===== src/rtl/avalon_mm_simple_master_pkg.sv =====
// -----------------------------------------------------------------------------
// avalon_mm_simple_master_pkg
// Shared definitions for the simple Avalon-MM initiator:
//   - FSM state encoding (IDLE / BUS / RDWAIT / RESP)
//   - default bus widths and the default slave read latency, which matches
//     the register-slave pipeline used elsewhere in this design
//   - helper that picks the width of the optional waitrequest timeout counter
// -----------------------------------------------------------------------------
package avalon_mm_simple_master_pkg;

   localparam int DEF_DATA_WIDTH     = 32;
   localparam int DEF_ADDR_WIDTH     = 4;
   localparam int DEF_READ_LATENCY   = 2;
   localparam int DEF_TIMEOUT_CYCLES = 255;

   // FSM state encoding, kept as plain constants for legacy tool flows
   typedef logic [1:0] state_t;

   localparam state_t ST_IDLE   = 2'd0;
   localparam state_t ST_BUS    = 2'd1;
   localparam state_t ST_RDWAIT = 2'd2;
   localparam state_t ST_RESP   = 2'd3;

   // Timeout counter width: 8 bits covers the default limit, 16 bits anything
   // larger (limits above 65535 are not supported).
   function automatic int timeout_cnt_width(input int cycles);
      if (cycles > 255) begin
         return 16;
      end else begin
         return 8;
      end
   endfunction

endpackage


===== src/rtl/avalon_mm_simple_master.sv =====
// -----------------------------------------------------------------------------
// avalon_mm_simple_master
// Avalon-MM initiator for the register-bank slaves. Takes one read or write
// command at a time from a valid/ready user port, runs exactly one bus
// transaction for it (honouring waitrequest and a fixed read latency) and
// returns a one-cycle response strobe.
//
// Optional feature (compile-time macro AVM_MASTER_TIMEOUT_EN):
//   when defined, a request stalled by waitrequest for TIMEOUT_CYCLES cycles
//   is abandoned and answered with rsp_error=1 (read data forced to 0).
//   When not defined, rsp_error is constant 0 and the bus waits indefinitely.
//
// Ports:
//   clk, reset          clock; asynchronous active-high reset
//   cmd_valid/ready     command handshake (ready only while idle)
//   cmd_write           1 = write, 0 = read
//   cmd_address         word address
//   cmd_writedata       write data
//   cmd_byteenable      byte lanes for writes
//   rsp_valid           one-cycle response strobe
//   rsp_is_read         response belongs to a read
//   rsp_readdata        last read result, held until the next read response
//   rsp_error           transaction aborted by timeout
//   master_*            Avalon-MM initiator interface, all outputs registered
//
// Parameters:
//   DATA_WIDTH      data width, multiple of 8
//   ADDR_WIDTH      word address width
//   READ_LATENCY    slave read latency in cycles, 0..7
//   TIMEOUT_CYCLES  stall limit (1..65535), only used with the timeout macro
// -----------------------------------------------------------------------------
module avalon_mm_simple_master
   import avalon_mm_simple_master_pkg::*;
#(
   parameter int DATA_WIDTH     = DEF_DATA_WIDTH,
   parameter int ADDR_WIDTH     = DEF_ADDR_WIDTH,
   parameter int READ_LATENCY   = DEF_READ_LATENCY,
   parameter int TIMEOUT_CYCLES = DEF_TIMEOUT_CYCLES
)(
   input  logic                      clk,
   input  logic                      reset,

   input  logic                      cmd_valid,
   output logic                      cmd_ready,
   input  logic                      cmd_write,
   input  logic [ADDR_WIDTH-1:0]     cmd_address,
   input  logic [DATA_WIDTH-1:0]     cmd_writedata,
   input  logic [DATA_WIDTH/8-1:0]   cmd_byteenable,

   output logic                      rsp_valid,
   output logic                      rsp_is_read,
   output logic [DATA_WIDTH-1:0]     rsp_readdata,
   output logic                      rsp_error,

   output logic [ADDR_WIDTH-1:0]     master_address,
   output logic                      master_read,
   output logic                      master_write,
   output logic [DATA_WIDTH-1:0]     master_writedata,
   output logic [DATA_WIDTH/8-1:0]   master_byteenable,
   input  logic                      master_waitrequest,
   input  logic [DATA_WIDTH-1:0]     master_readdata
);

   localparam int BE_WIDTH = DATA_WIDTH / 8;

   // ---------------------------------------------------------------- state
   state_t                  state_r;
   state_t                  state_nxt_s;

   // Latched command
   logic                    is_write_r;
   logic [ADDR_WIDTH-1:0]   address_r;
   logic [DATA_WIDTH-1:0]   writedata_r;
   logic [BE_WIDTH-1:0]     byteenable_r;
   logic                    master_read_r;
   logic                    master_write_r;

   // Read latency countdown, loaded when the read request is accepted
   logic [2:0]              lat_cnt_r;

   // Registered user-side outputs
   logic                    cmd_ready_r;
   logic                    rsp_valid_r;
   logic                    rsp_is_read_r;
   logic [DATA_WIDTH-1:0]   rsp_readdata_r;

   // Decoded events for the current cycle
   logic                    accept_s;
   logic                    bus_done_s;
   logic                    lat_done_s;
   logic                    timeout_s;
   logic                    capture_s;
   logic                    resp_enter_s;

   assign cmd_ready         = cmd_ready_r;
   assign rsp_valid         = rsp_valid_r;
   assign rsp_is_read       = rsp_is_read_r;
   assign rsp_readdata      = rsp_readdata_r;
   assign master_address    = address_r;
   assign master_read       = master_read_r;
   assign master_write      = master_write_r;
   assign master_writedata  = writedata_r;
   assign master_byteenable = byteenable_r;

   // ------------------------------------------------------ optional timeout
`ifdef AVM_MASTER_TIMEOUT_EN
   localparam int              TO_W    = timeout_cnt_width(TIMEOUT_CYCLES);
   localparam logic [TO_W-1:0] TO_LAST = TO_W'(TIMEOUT_CYCLES - 1);

   logic [TO_W-1:0] to_cnt_r;
   logic            rsp_error_r;

   // Abort when this stalled cycle is the TIMEOUT_CYCLES-th in a row
   always_comb begin
      timeout_s = 1'b0;
      if ((state_r == ST_BUS) && master_waitrequest && (to_cnt_r == TO_LAST)) begin
         timeout_s = 1'b1;
      end else begin
         timeout_s = 1'b0;
      end
   end

   // Stall counter: cleared whenever a new request enters BUS
   always_ff @(posedge clk or posedge reset) begin
      if (reset) begin
         to_cnt_r <= '0;
      end else if (accept_s) begin
         to_cnt_r <= '0;
      end else if ((state_r == ST_BUS) && master_waitrequest) begin
         to_cnt_r <= to_cnt_r + TO_W'(1);
      end else begin
         to_cnt_r <= to_cnt_r;
      end
   end

   // Error flag travels with the response strobe
   always_ff @(posedge clk or posedge reset) begin
      if (reset) begin
         rsp_error_r <= 1'b0;
      end else begin
         rsp_error_r <= timeout_s;
      end
   end

   assign rsp_error = rsp_error_r;
`else
   logic unused_timeout_s;

   assign timeout_s        = 1'b0;
   assign rsp_error        = 1'b0;
   assign unused_timeout_s = (TIMEOUT_CYCLES != 32'sd0);
`endif

   // ------------------------------------------------------------- decoding
   // Per-cycle events derived from the current state and bus inputs
   always_comb begin
      accept_s     = (state_r == ST_IDLE) && cmd_valid;
      bus_done_s   = (state_r == ST_BUS) && !master_waitrequest;
      lat_done_s   = (state_r == ST_RDWAIT) && (lat_cnt_r <= 3'd1);
      // Zero-latency slaves present read data on the accepting edge itself
      capture_s    = !is_write_r &&
                     ((bus_done_s && (READ_LATENCY == 0)) || lat_done_s);
      resp_enter_s = (state_nxt_s == ST_RESP) && (state_r != ST_RESP);
   end

   // Next-state logic
   always_comb begin
      state_nxt_s = state_r;
      case (state_r)
         ST_IDLE: begin
            if (cmd_valid) begin
               state_nxt_s = ST_BUS;
            end else begin
               state_nxt_s = ST_IDLE;
            end
         end
         ST_BUS: begin
            if (timeout_s) begin
               state_nxt_s = ST_RESP;
            end else if (!master_waitrequest) begin
               if (is_write_r || (READ_LATENCY == 0)) begin
                  state_nxt_s = ST_RESP;
               end else begin
                  state_nxt_s = ST_RDWAIT;
               end
            end else begin
               state_nxt_s = ST_BUS;
            end
         end
         ST_RDWAIT: begin
            if (lat_cnt_r <= 3'd1) begin
               state_nxt_s = ST_RESP;
            end else begin
               state_nxt_s = ST_RDWAIT;
            end
         end
         ST_RESP: begin
            state_nxt_s = ST_IDLE;
         end
         default: begin
            state_nxt_s = ST_IDLE;
         end
      endcase
   end

   // ------------------------------------------------------------ registers
   // FSM state register
   always_ff @(posedge clk or posedge reset) begin
      if (reset) begin
         state_r <= ST_IDLE;
      end else begin
         state_r <= state_nxt_s;
      end
   end

   // Command latch: address/data/lanes only change on acceptance in IDLE
   always_ff @(posedge clk or posedge reset) begin
      if (reset) begin
         is_write_r   <= 1'b0;
         address_r    <= '0;
         writedata_r  <= '0;
         byteenable_r <= '0;
      end else if (accept_s) begin
         is_write_r   <= cmd_write;
         address_r    <= cmd_address;
         writedata_r  <= cmd_writedata;
         byteenable_r <= cmd_byteenable;
      end else begin
         is_write_r   <= is_write_r;
         address_r    <= address_r;
         writedata_r  <= writedata_r;
         byteenable_r <= byteenable_r;
      end
   end

   // Bus request strobes: exactly one of them is raised per command
   always_ff @(posedge clk or posedge reset) begin
      if (reset) begin
         master_read_r  <= 1'b0;
         master_write_r <= 1'b0;
      end else if (accept_s) begin
         master_read_r  <= !cmd_write;
         master_write_r <= cmd_write;
      end else if (bus_done_s || timeout_s) begin
         master_read_r  <= 1'b0;
         master_write_r <= 1'b0;
      end else begin
         master_read_r  <= master_read_r;
         master_write_r <= master_write_r;
      end
   end

   // Read latency countdown
   always_ff @(posedge clk or posedge reset) begin
      if (reset) begin
         lat_cnt_r <= 3'd0;
      end else if (bus_done_s) begin
         lat_cnt_r <= 3'(READ_LATENCY);
      end else if (state_r == ST_RDWAIT) begin
         lat_cnt_r <= lat_cnt_r - 3'd1;
      end else begin
         lat_cnt_r <= lat_cnt_r;
      end
   end

   // Command-side ready: high exactly while the FSM sits in IDLE
   always_ff @(posedge clk or posedge reset) begin
      if (reset) begin
         cmd_ready_r <= 1'b1;
      end else begin
         cmd_ready_r <= (state_nxt_s == ST_IDLE);
      end
   end

   // Response strobe and response type
   always_ff @(posedge clk or posedge reset) begin
      if (reset) begin
         rsp_valid_r   <= 1'b0;
         rsp_is_read_r <= 1'b0;
      end else if (resp_enter_s) begin
         rsp_valid_r   <= 1'b1;
         rsp_is_read_r <= !is_write_r;
      end else begin
         rsp_valid_r   <= 1'b0;
         rsp_is_read_r <= rsp_is_read_r;
      end
   end

   // Read data: updated only by read responses; an aborted read returns 0
   always_ff @(posedge clk or posedge reset) begin
      if (reset) begin
         rsp_readdata_r <= '0;
      end else if (capture_s) begin
         rsp_readdata_r <= master_readdata;
      end else if (timeout_s && !is_write_r) begin
         rsp_readdata_r <= '0;
      end else begin
         rsp_readdata_r <= rsp_readdata_r;
      end
   end

endmodule


===== config.mk =====
export PLATFORM = sky130hd
export DESIGN_NAME = avalon_mm_simple_master
export DESIGN_NICKNAME = d
export VERILOG_FILES = /design/src/rtl/avalon_mm_simple_master_pkg.sv /design/src/rtl/avalon_mm_simple_master.sv
export SDC_FILE = /design/constraint.sdc
export NUM_CORES = 1
export LEC_CHECK = 0
export CORE_ASPECT_RATIO = 1.5
export CORE_MARGIN = 2
export CORE_UTILIZATION = 30
export CTS_BUF_LIST = sky130_fd_sc_hd__clkbuf_4 sky130_fd_sc_hd__clkbuf_8 sky130_fd_sc_hd__clkbuf_16
export DETAILED_ROUTE_END_ITERATION = 8
export DONT_BUFFER_PORTS = 1
export GPL_TIMING_DRIVEN = 0
export HOLD_SLACK_MARGIN = 0.15
export PLACE_DENSITY_LB_ADDON = 0.08
export REMOVE_ABC_BUFFERS = 1
export SYNTH_ARGS = -nofsm -noshare
export SYNTH_HDL_FRONTEND = slang
export SYNTH_SLANG_ARGS = --single-unit

===== constraint.sdc =====
create_clock -name clk -period 3.38 [get_ports clk]
set_input_delay 0.507 -clock clk [delete_from_list [all_inputs] [get_ports clk]]
set_output_delay 0.507 -clock clk [all_outputs]
set_load 0.05 [all_outputs]

After elaboration in Yosys (flattened, before gate mapping):

Index checks and enable logic that the tools add are counted.
Widths: inputs -> output; s select.

* bits in registers: 83
* output and inout port bits: 78

* add/subtract/negate cells: 1
* $lt $le $gt $ge: 1
* equal/unequal tests: 5
* mux-type cells: 11
* reductions and logical operators: 12

Operators with widths (number)
* $pmux 2 s4: 1
* $mux 1: 7
* $eq 2x2->1 const B: 3
* $mux 3: 2
* $logic_and 1x1->1: 5
* $logic_not 2->1: 2
* $reduce_bool 2->1: 2
* $le 3x1->1 const B: 1
* $logic_not 1->1: 3
* $sub 3x1->3 const B: 1
* $eq 2x1->1 const B: 1
* $mux 2: 1
* $ne 2x2->1 const B: 1

Depth between registers and ports, before layout:

* depth after elaboration: 6
* mapped depth: 7
* depth with buffers taken out: 5

Worst setup path before layout:

OpenSTA, ideal clock, no wires.

* path type: reg2reg
* start point: register lat_cnt_r[1]
* end point: register rsp_readdata_r[0], in the netlist rsp_readdata[0]
* library setup time: 0.125 ns
* data arrival time: 1.755 ns
* required time: 3.255 ns
* slack: 1.499 ns
* cell stages (with the launch flop): 8
* path buffers: 2
* clock period less this slack: 1.881 ns
* cells stage by stage: dfrtp_1 > inv_1 > ha_1 > o21ba_2 > or4_4 > buf_6 > buf_12 > mux2_4

* word-level cells in the longest chain between the ends: 3

RTL lines
* start, declared: line avalon_mm_simple_master.sv:79 `logic [2:0] lat_cnt_r;`
* start signal, assigned: line avalon_mm_simple_master.sv:258 `lat_cnt_r <= 3'(READ_LATENCY);`
* start signal, assigned: line avalon_mm_simple_master.sv:260 `lat_cnt_r <= lat_cnt_r - 3'd1;`
* start signal, assigned: line avalon_mm_simple_master.sv:262 `lat_cnt_r <= lat_cnt_r;`
* $le 3x1->1: line avalon_mm_simple_master.sv:159 `lat_done_s = (state_r == ST_RDWAIT) && (lat_cnt_r <= 3'd1);`
* $logic_and 1x1->1: line avalon_mm_simple_master.sv:159
* $logic_and 1x1->1: line avalon_mm_simple_master.sv:161 `capture_s = !is_write_r &&`
* end signal, assigned: line avalon_mm_simple_master.sv:294 `rsp_readdata_r <= master_readdata;`
* end signal, assigned: line avalon_mm_simple_master.sv:298 `rsp_readdata_r <= rsp_readdata_r;`
* end, declared: line avalon_mm_simple_master.sv:85 `logic [DATA_WIDTH-1:0] rsp_readdata_r;`

Every way passes these cells.
A chain may end at the register's enable or synchronous reset.

Worst setup path in the final report:

* start point: register lat_cnt_r[1]
* end point: register rsp_readdata_r[4], in the netlist rsp_readdata[4]

The elaborated chain is that of the path after synthesis.

==> summary.md <==
| Metric | Value |
|---|---|
| DP HPWL | 4.78 mm |
| Clk buf depth | 2 |
| Number of synthesized register bits | 83 |
| Mux share of post-synthesis cell area | 27.5% |
| RSZ-0062 raised after global routing | no |
| Status | completed |
| Top-count cell post-synth | dfrtp_1 |
| First-pass GRT wire length | 9.81 mm |
| Sink Count | 83 |
| EDFF count, synth | 0 |
| Post-Route WL | 6.34 mm |
| Initial antenna violation count | 0 |
| GR Util met3 | 3.74% |
| WS Path Type | flop to flop |
| Global route hottest layer | met2 |
| Critical path capture point type | flop |
| F_max | 481 MHz |
| Final count of negative-setup-slack endpoints | 0 |
| Die span in x | 91.0 um |
| Most area-consuming cells after synthesis | dfrtp_1 60%, mux2_2 14%, mux2_4 13% |
| Adder-cell share of the synthesized area | 0.735% |
| Fin crit share | 61.5% |
| DR vias | 1680 |
| Post-Synth Simple-Gate Area | 3.16% |
| Max-Cap Viols | 0 |
| Layout fillers | 1079 |
| Via density | 4.60 |
| Initial drt markers | 32 |
| Slew Limit Fails | 0 |
| Final ANT Viol Nets | 0 |
| DR pass1 iterations | 4 |
| Vias in the first global route | 1841 |
| I/O pin total | 155 |
| M1 GR Usage | 10.6% |
| Fin area | 0.00387 mm2 |
| Measured slew at the worst slew-check pin | 0.589 ns |
| Num CTS Buffers | 9 |
| Height of the die | 134 um |
| Layout cells sized above 1 | 45.0% |
| Sequential area share after synthesis | 61.0% |
| Initial Utilization | 30.8% |
| Total GRT Usage | 10.4% |
| Nets | 292 |
| ANT cells | 0 |
| Relative slew slack | 60.8% |
| Largest family of logic cells by synthesized area | multiplexers |
| Worst-path fanout max | 32 |
| HP Class | primary input to flop |
| Mapped Cells | 211 |
| Congestion Overflow GR | 0 |
| Post-synth top cells | 82 x dfrtp_1, 43 x mux2_2, 30 x mux2_4, 7 x nand2_1, 6 x inv_1 |
| Global-route met2 utilization | 18.3% |
| CTS tree | yes |
| Final Critical Period | 2.08 ns |
| Asr flop ratio synth | 100% |
| Die area | 0.0122 mm2 |
| Compound-Gate Fraction of Synth Area | 3.16% |
| Element type at the critical path start | flop |
| Post-Syn Area | 0.00340 mm2 |
| Rows | 47 |
| TNS Setup | 0 ns |
| Fin util | 35.0% |
| Clock root buffer | clkbuf_16 |
| CTS clock-pin slew for the worst setup and hold paths | 0.06 ns |
| Syn. warnings | 0 |
| Yosys top cell area share | 60.3% |
| Worst hold margin | 0.319 ns |
| Buffer count from post-CTS setup fixing | 0 |
| GPL Wtd Cong | 0.707 |
| Crit path required time | 3.59 ns |
| Ys flop type | dfrtp_1 |
| Core Region | 0.0111 mm2 |
| Placed Area | 0.00352 mm2 |
| Syn_area_per_cell | 16.1 um2 |
| Final Hold Vio Count | 0 |
| Data arrival, critical path | 2.29 ns |
| Final Skew | 0.00769 ns |
| # port buffers | 0 |
| Clk_lat worst skew | 0.33 ns |
| Wirelength per Cell | 17.4 um |
| Yosys cell types | 32 |
| Largest net degree at the start of global routing | 59 |
| Drt drc | 0 |
| P&R area growth vs syn | 13.8% |
| Top cell type by total area after synthesis | dfrtp_1 |
| H-tree depth | 3 |
| Xor/xnor cell area share of the yosys netlist | 0% |
[path summary, 6_finish.rpt]
check	from	endpoint	slack (ns)	cells past startpoint
max	lat_cnt_r[1]$_DFFE_PP0P_	rsp_readdata[4]$_DFFE_PP0P_	1.30	5
min	master_readdata[19]	rsp_readdata[19]$_DFFE_PP0P_	0.32	1
max reg2reg	lat_cnt_r[1]$_DFFE_PP0P_	rsp_readdata[4]$_DFFE_PP0P_	1.30	5
min reg2reg	is_write_r$_DFFE_PP0P_	rsp_is_read$_DFFE_PP0P_	0.54	1
max in group asynchronous	reset	cmd_ready$_DFF_PP1_	2.11	3
min in group asynchronous	reset	rsp_readdata[14]$_DFFE_PP0P_	0.64	2
[worst max-delay path: stages, from the launching register on]
cell	delay, ns
dfrtp_1	0.39
inv_1	0.08
ha_1	0.13
o21ba_2	0.17
or4_4	0.76
mux2_4	0.39
[cells in the final DEF, fill, tap and decap left out, drive strengths merged, types with 2 or more instances in the layout]
cell / instances
nand2b: 2
ha: 2
dfrtp: 82
a2bb2oi: 2
o21ai: 5
nand2: 7
buf: 2
a21oi: 2
mux2: 73
bufinv: 3
a21o: 2
inv: 6
nor2: 2
clkbuf: 11
[state kept, by name, indices dropped and copies added, names as in the netlist, 2 cells and up]
name,cells
rsp_readdata,32
master_writedata,32
state_r,2
master_address,4
master_byteenable,4
lat_cnt_r,3
[layer usage]
layer / up-vias / routed length, um
li1: 736 / -
met1: 817 / 2190
met2: 115 / 3350
met3: 12 / 642
met4: 0 / 161
met5: - / 0
[through the flow]
| stage | std cells | setup slack, ns |
|---|---|---|
| 4_1_cts | 365 | 1.30 |
| 3_3_place_gp | 346 | -0.187 |
| 6_report | 365 | 1.30 |
| 3_5_place_dp | 348 | 1.31 |
| 2_1_floorplan | 199 | 0.421 |
| 5_1_grt | 365 | 1.22 |
[final cells by class]
type                    count  area, um2  share of cell area [%]
repair buffers              3       57.6                    1.49
multi-input cells         110       1190                    30.6
clock inverters             5        103                    2.65
flip-flops and latches     83       2080                    53.6
clock buffers              11        240                    6.20
well taps                 147        184                    4.75
inverters                   6       25.0                   0.646
[logic make-up after synthesis]
logic type	count (synthesis)
AO/OA/AOI/OAI	16
multiplexers	73
AND/OR/NAND/NOR	18
adder cells (fa/ha/maj)	2
flip-flops	83
buffers and inverters	18
other	1
[repair_timing]
item / in CTS / in global routing
endpoints found under the hold margin: 25 / 0
hold buffers: 1 / 0
resized for setup: 0 / 0
Power is left out: the tool's default activity adds up to more than one toggle a clock period on the data nets, which glitch-free logic cannot reach.
